### config.mk
export PLATFORM = sky130hd
export DESIGN_NAME = multi_design_select
export DESIGN_NICKNAME = d
export VERILOG_FILES = /design/src/rtl/multi_design_select.sv
export SDC_FILE = /design/constraint.sdc
export NUM_CORES = 1
export LEC_CHECK = 0
export ABC_AREA = 1
export CORE_AREA = 5 5 148 150
export CTS_CLUSTER_DIAMETER = 80
export CTS_CLUSTER_SIZE = 12
export DETAILED_ROUTE_END_ITERATION = 10
export DIE_AREA = 0 0 153 155
export MAX_ROUTING_LAYER = met4
export PLACE_DENSITY_LB_ADDON = 0.08
export SLEW_MARGIN = 20
export SYNTH_ARGS = -nofsm -noshare
export SYNTH_HDL_FRONTEND = slang
export SYNTH_SLANG_ARGS = --single-unit
### constraint.sdc
create_clock -name i_clk -period 4.4 [get_ports i_clk]
set_input_delay 0.88 -clock i_clk [delete_from_list [all_inputs] [get_ports i_clk]]
set_output_delay 0.88 -clock i_clk [all_outputs]
set_load 0.05 [all_outputs]
### src/rtl/multi_design_select.sv
// multi_design_select
//   Runtime selector that places one of N_DESIGNS user designs on the shared
//   GPIO pads. Every design except the active one is held in reset. On each
//   switch the pads are isolated (outputs low, all inputs) for RESET_CYCLES
//   cycles while every design is in reset. After that window the new design
//   is released and drives the pads.
// Ports:
//   i_clk, i_reset        clock and asynchronous active-high reset
//   i_sel_valid, i_sel_id select request strobe and requested design index
//   o_sel_ready           a request can be accepted (RUN)
//   o_sel_err             one-cycle pulse for an out-of-range request
//   o_active_id           currently selected design
//   o_switching           pads isolated (HOLD)
//   o_design_reset        per-design active-high reset
//   i_design_out/_oeb     per-design pad data; design k uses [k*IO_W +: IO_W]
//   o_io_out/_oeb         pad data to the pads
module multi_design_select #(
  parameter int unsigned N_DESIGNS    = 4,
  parameter int unsigned IO_W         = 38,
  parameter int unsigned RESET_CYCLES = 16,
  parameter int unsigned DEFAULT_ID   = 0,
  localparam int unsigned SEL_W = ($clog2(N_DESIGNS) > 1) ? $clog2(N_DESIGNS) : 1
) (
  input  logic                      i_clk,
  input  logic                      i_reset,
  input  logic                      i_sel_valid,
  input  logic [SEL_W-1:0]          i_sel_id,
  output logic                      o_sel_ready,
  output logic                      o_sel_err,
  output logic [SEL_W-1:0]          o_active_id,
  output logic                      o_switching,
  output logic [N_DESIGNS-1:0]      o_design_reset,
  input  logic [N_DESIGNS*IO_W-1:0] i_design_out,
  input  logic [N_DESIGNS*IO_W-1:0] i_design_oeb,
  output logic [IO_W-1:0]           o_io_out,
  output logic [IO_W-1:0]           o_io_oeb
);

  localparam int unsigned CNT_W =
      ($clog2(RESET_CYCLES + 1) > 1) ? $clog2(RESET_CYCLES + 1) : 1;
  localparam logic [CNT_W-1:0] CNT_INIT = CNT_W'(RESET_CYCLES - 1);
  localparam logic [SEL_W-1:0] DEF_ID   = SEL_W'(DEFAULT_ID);
  // One bit wider than the select so that N_DESIGNS itself is representable.
  localparam logic [SEL_W:0]   N_LIM    = (SEL_W + 1)'(N_DESIGNS);

  localparam logic [0:0] ST_HOLD = 1'b0;
  localparam logic [0:0] ST_RUN  = 1'b1;

  logic [0:0]           r_state, w_state_d;
  logic [CNT_W-1:0]     r_cnt, w_cnt_d;
  logic [SEL_W-1:0]     r_active_id, w_active_id_d;
  logic [N_DESIGNS-1:0] r_design_reset, w_design_reset_d;
  logic                 r_switching, r_sel_ready, r_sel_err, w_sel_err_d;

  // Next-state logic. Control outputs are derived from the next state so that
  // their registered copies always agree with r_state.
  always_comb begin
    w_state_d     = r_state;
    w_cnt_d       = r_cnt;
    w_active_id_d = r_active_id;
    w_sel_err_d   = 1'b0;
    if (r_state == ST_HOLD) begin
      if (r_cnt == '0) begin
        w_state_d = ST_RUN;
      end else begin
        w_cnt_d = r_cnt - CNT_W'(1);
      end
    end else if (i_sel_valid && r_sel_ready) begin
      if ({1'b0, i_sel_id} >= N_LIM) begin
        w_sel_err_d = 1'b1;
      end else begin
        w_active_id_d = i_sel_id;
        w_cnt_d       = CNT_INIT;
        w_state_d     = ST_HOLD;
      end
    end
  end

  always_comb begin
    w_design_reset_d = '1;
    for (int unsigned k = 0; k < N_DESIGNS; k++) begin
      if (w_state_d == ST_RUN && w_active_id_d == SEL_W'(k)) begin
        w_design_reset_d[k] = 1'b0;
      end
    end
  end

  always_ff @(posedge i_clk or posedge i_reset) begin
    if (i_reset) begin
      r_state        <= ST_HOLD;
      r_cnt          <= CNT_INIT;
      r_active_id    <= DEF_ID;
      r_design_reset <= '1;
      r_switching    <= 1'b1;
      r_sel_ready    <= 1'b0;
      r_sel_err      <= 1'b0;
    end else begin
      r_state        <= w_state_d;
      r_cnt          <= w_cnt_d;
      r_active_id    <= w_active_id_d;
      r_design_reset <= w_design_reset_d;
      r_switching    <= (w_state_d == ST_HOLD);
      r_sel_ready    <= (w_state_d == ST_RUN);
      r_sel_err      <= w_sel_err_d;
    end
  end

  // Pad mux: isolated in HOLD, otherwise the active design's slice.
  always_comb begin
    o_io_out = '0;
    o_io_oeb = '1;
    if (r_state == ST_RUN) begin
      for (int unsigned k = 0; k < N_DESIGNS; k++) begin
        if (r_active_id == SEL_W'(k)) begin
          o_io_out = i_design_out[k*IO_W +: IO_W];
          o_io_oeb = i_design_oeb[k*IO_W +: IO_W];
        end
      end
    end
  end

  assign o_sel_ready    = r_sel_ready;
  assign o_sel_err      = r_sel_err;
  assign o_active_id    = r_active_id;
  assign o_switching    = r_switching;
  assign o_design_reset = r_design_reset;

endmodule
==> reports/results.tsv <==
stage	metric	value	unit
setup_path	data arrival time of the worst path	2550	ps
route	wirelength, routed	23000	µm
layout	# fillers	2218	
setup_path	type of origin of the critical path	primary input	
layout	post-route cell area	8500	µm²
setup_path	sort of element at the end of the critical path	output port	
global_routing	grt total ovfl	0	
logic_synthesis	average footprint of a synthesized cell	4.90	µm²
global_routing	number of antenna violations at the first check in global routing	3	
logic_synthesis	syn_nets	1078	
outcome	result of the run	finished, final reports clean	
clocking	number of buffers inserted for hold repair after clock tree synthesis	0	
layout	share of post-route cells with drive strength above 1	10.8	%
route	First-pass DRT Iterations	6	
logic_synthesis	Synth top area share	20.0	%
layout	nets	1430	
clocking	number of H-tree levels	1	
setup_path	Crit Reg-Reg Startpoint	o_sel_ready$_DFF_PP0_	
timing	shortest clock period the worst path allows after layout	3430	ps
place	hpwl dp	18200	µm
setup_path	Reg2Reg Setup Slack	2410	ps
global_routing	pin count of the biggest net entering global routing	71	
route	post-route antenna net violation count	0	
worst_hold_path	Hold Startpoint	r_cnt[0]$_DFFE_PP1P_	
logic_synthesis	count of mapped cells out of synthesis	768	
power_and_ir_drop	power after layout	4.56	mW
timing	FMAX	0.291	GHz
timing	final hold violation count	0	
floorplanning	placement row count	53	
worst_hold_path	cell count of the worst hold path	2	
timing	Worst Skew	1.31	ps
setup_path	critical path type	in2out	
global_routing	GRT Overall Usage	18.7	%
timing	max-slew violations	0	
logic_synthesis	post-synth top area cell	nand2_1	
route	detailed router's first-iteration violation count	233	
logic_synthesis	number of synthesized register bits	13	
setup_path	Reg-to-Reg End	o_design_reset[1]$_DFF_PP1_	
place	count of input and output buffers	392	
route	DRC violation count after routing	0	
floorplanning	floorplan die height	155	µm
layout	commonest non-fill, non-tap cells in the layout	clkdlybuf4s50_1, nand2_1, inv_1, nand3_1, nor2_1	
floorplanning	die span in x	153	µm
place	final weighted congestion of routability-driven global placement	0.869	
clocking	setup bufs post-CTS	0	
logic_synthesis	post-synth cell types	26	
route	detail-routed net length per standard cell	16.5	µm
layout	signed area change from the synthesized netlist to the final layout	126	%
power_and_ir_drop	Worst IR Drop VDD	0.000345	V
setup_path	WP data required	3520	ps
setup_path	largest fanout on the critical path	2	
clocking	number of clock sinks seen by CTS	13	
route	detailed-route via count	5789	
global_routing	vias in the first global route	5842	
power_and_ir_drop	power per cell area	537	nW/µm²
logic_synthesis	sequential element share of the synthesized area	8.94	%
setup_path	cells on worst reg2reg path	5	
floorplanning	standard cell core area	20600	µm²
timing	worst hold-check slack	476	ps
place	number of instances in the placed design	1390	
timing	relative slew slack	52.5	%
logic_synthesis	top cells by area in the synthesized netlist	nand2_1, nand3_1, inv_1	
worst_hold_path	Hold Crit Endpoint	r_cnt[0]$_DFFE_PP1P_	
timing	fin crit share	78.0	%
clocking	maximum count of clock buffers along a single path	2	
job	max-capacitance violation count	0	
power_and_ir_drop	Static Leak	3.93	nW
clocking	clock transition at the registers of the reported paths	40	ps
timing	setup repair after global routing missed its margin	no	
layout	non-filler cells in the finished layout	1397	
clocking	master cell of the clock root buffer	clkbuf_16	
worst_hold_path	type of the most critical hold path	reg2reg	
route	Via density	4.14	
clocking	TritonCTS clock tree	yes	
clocking	number of gates resized after CTS	0	
floorplanning	number of top-level pins	394	
clocking	Skew-Pair Late Insertion Delay	240	ps
layout	most common library cell in the layout ignoring fill and taps	clkdlybuf4s50_1	
place	placed inst area	8420	µm²
global_routing	first-pass GRT wire length	34300	µm
logic_synthesis	synthesized cell area	3770	µm²
timing	total negative slack for setup checks	0	ps
timing	measured slew at the worst slew-check pin	712	ps
floorplanning	starting density of the core	18.3	%
floorplanning	floorplan die area	23700	µm²
timing	final setup violation count	0	
logic_synthesis	YS warnings	0	
clocking	CTS buffer count	3	
## cells in the mapped netlist (all sizes together)
master  instances
a21oi          36
nand3         122
conb            1
ha              1
inv           161
o21ai          40
or2            10
nand3b         31
nand2         214
a31oi           1
nand4           1
clkbuf         17
dfstp           9
nor2           85
buf            35
dfrtp           4
## through the flow
stage,util [%],setup WS (ps)
floorplan,-,1420
global placement,40.9,921
detailed placement,40.9,932
CTS,41.3,929
global route,41.4,884
finish,41.4,966
## logic make-up (layout without fill, tap and decap cells)
kind of cell,Yosys count,count (layout),share of synthesized area (%)
DFF,13,13,8.94
AOI/OAI and AO/OA,77,77,10.3
buffers and inverters,213,564,24.9
adders and majority gates,1,1,0.332
other,1,4,0.0996
and+or+nand+nor,463,463,55.5
## worst max-delay path: stages
cell,delay (ps)
clkdlybuf4s50_1,450
or2_2,140
nand3_1,100
a21oi_1,140
clkdlybuf4s50_1,850
## flip-flops by register name (all words and copies together), names as in the netlist
name	flops
o_active_id	2
o_switching	1
o_sel_ready	1
o_design_reset	4
r_cnt	5
## where the power goes
| group | internal, mW | switching (mW) | total [mW] |
|---|---|---|---|
| clock | 0.122 | 0.0462 | 0.168 |
| combinational | 1.62 | 2.52 | 4.13 |
| sequential | 0.189 | 0.0711 | 0.260 |
## per-layer routing
| metal | track usage (%) | up-vias | share of wire, % |
|---|---|---|---|
| met5 | - | - | 0 |
| met4 | 2.38 | 0 | 1.2 |
| met2 | 35.2 | 251 | 51 |
| met3 | 4.76 | 14 | 8.0 |
| li1 | - | 3035 | - |
| met1 | 20.6 | 2489 | 40 |
## cell type report
class / count / area [µm²] / area share (%)
timing repair buffer: 399 / 4630 / 54.5
multi-input combinational: 542 / 2490 / 29.3
inverter: 161 / 609 / 7.16
tap: 275 / 344 / 4.05
sequential: 13 / 339 / 3.99
clock buffer: 4 / 78.8 / 0.927
antenna: 3 / 7.51 / 0.0883
## worst max path at each step
| stage | from | endpoint | slack, ps |
|---|---|---|---|
| after floorplan | o_active_id[1]$_DFF_PP0_ | o_io_out[2] | 1420 |
| after CTS | i_design_out[71] | o_io_out[33] | 930 |
| final | i_design_out[71] | o_io_out[33] | 970 |
| after global routing | i_design_out[71] | o_io_out[33] | 880 |
| after detailed placement | i_design_out[71] | o_io_out[33] | 930 |
| after global placement | i_design_out[71] | o_io_out[33] | 920 |
Note: power is estimated with default switching activity, not from simulation.
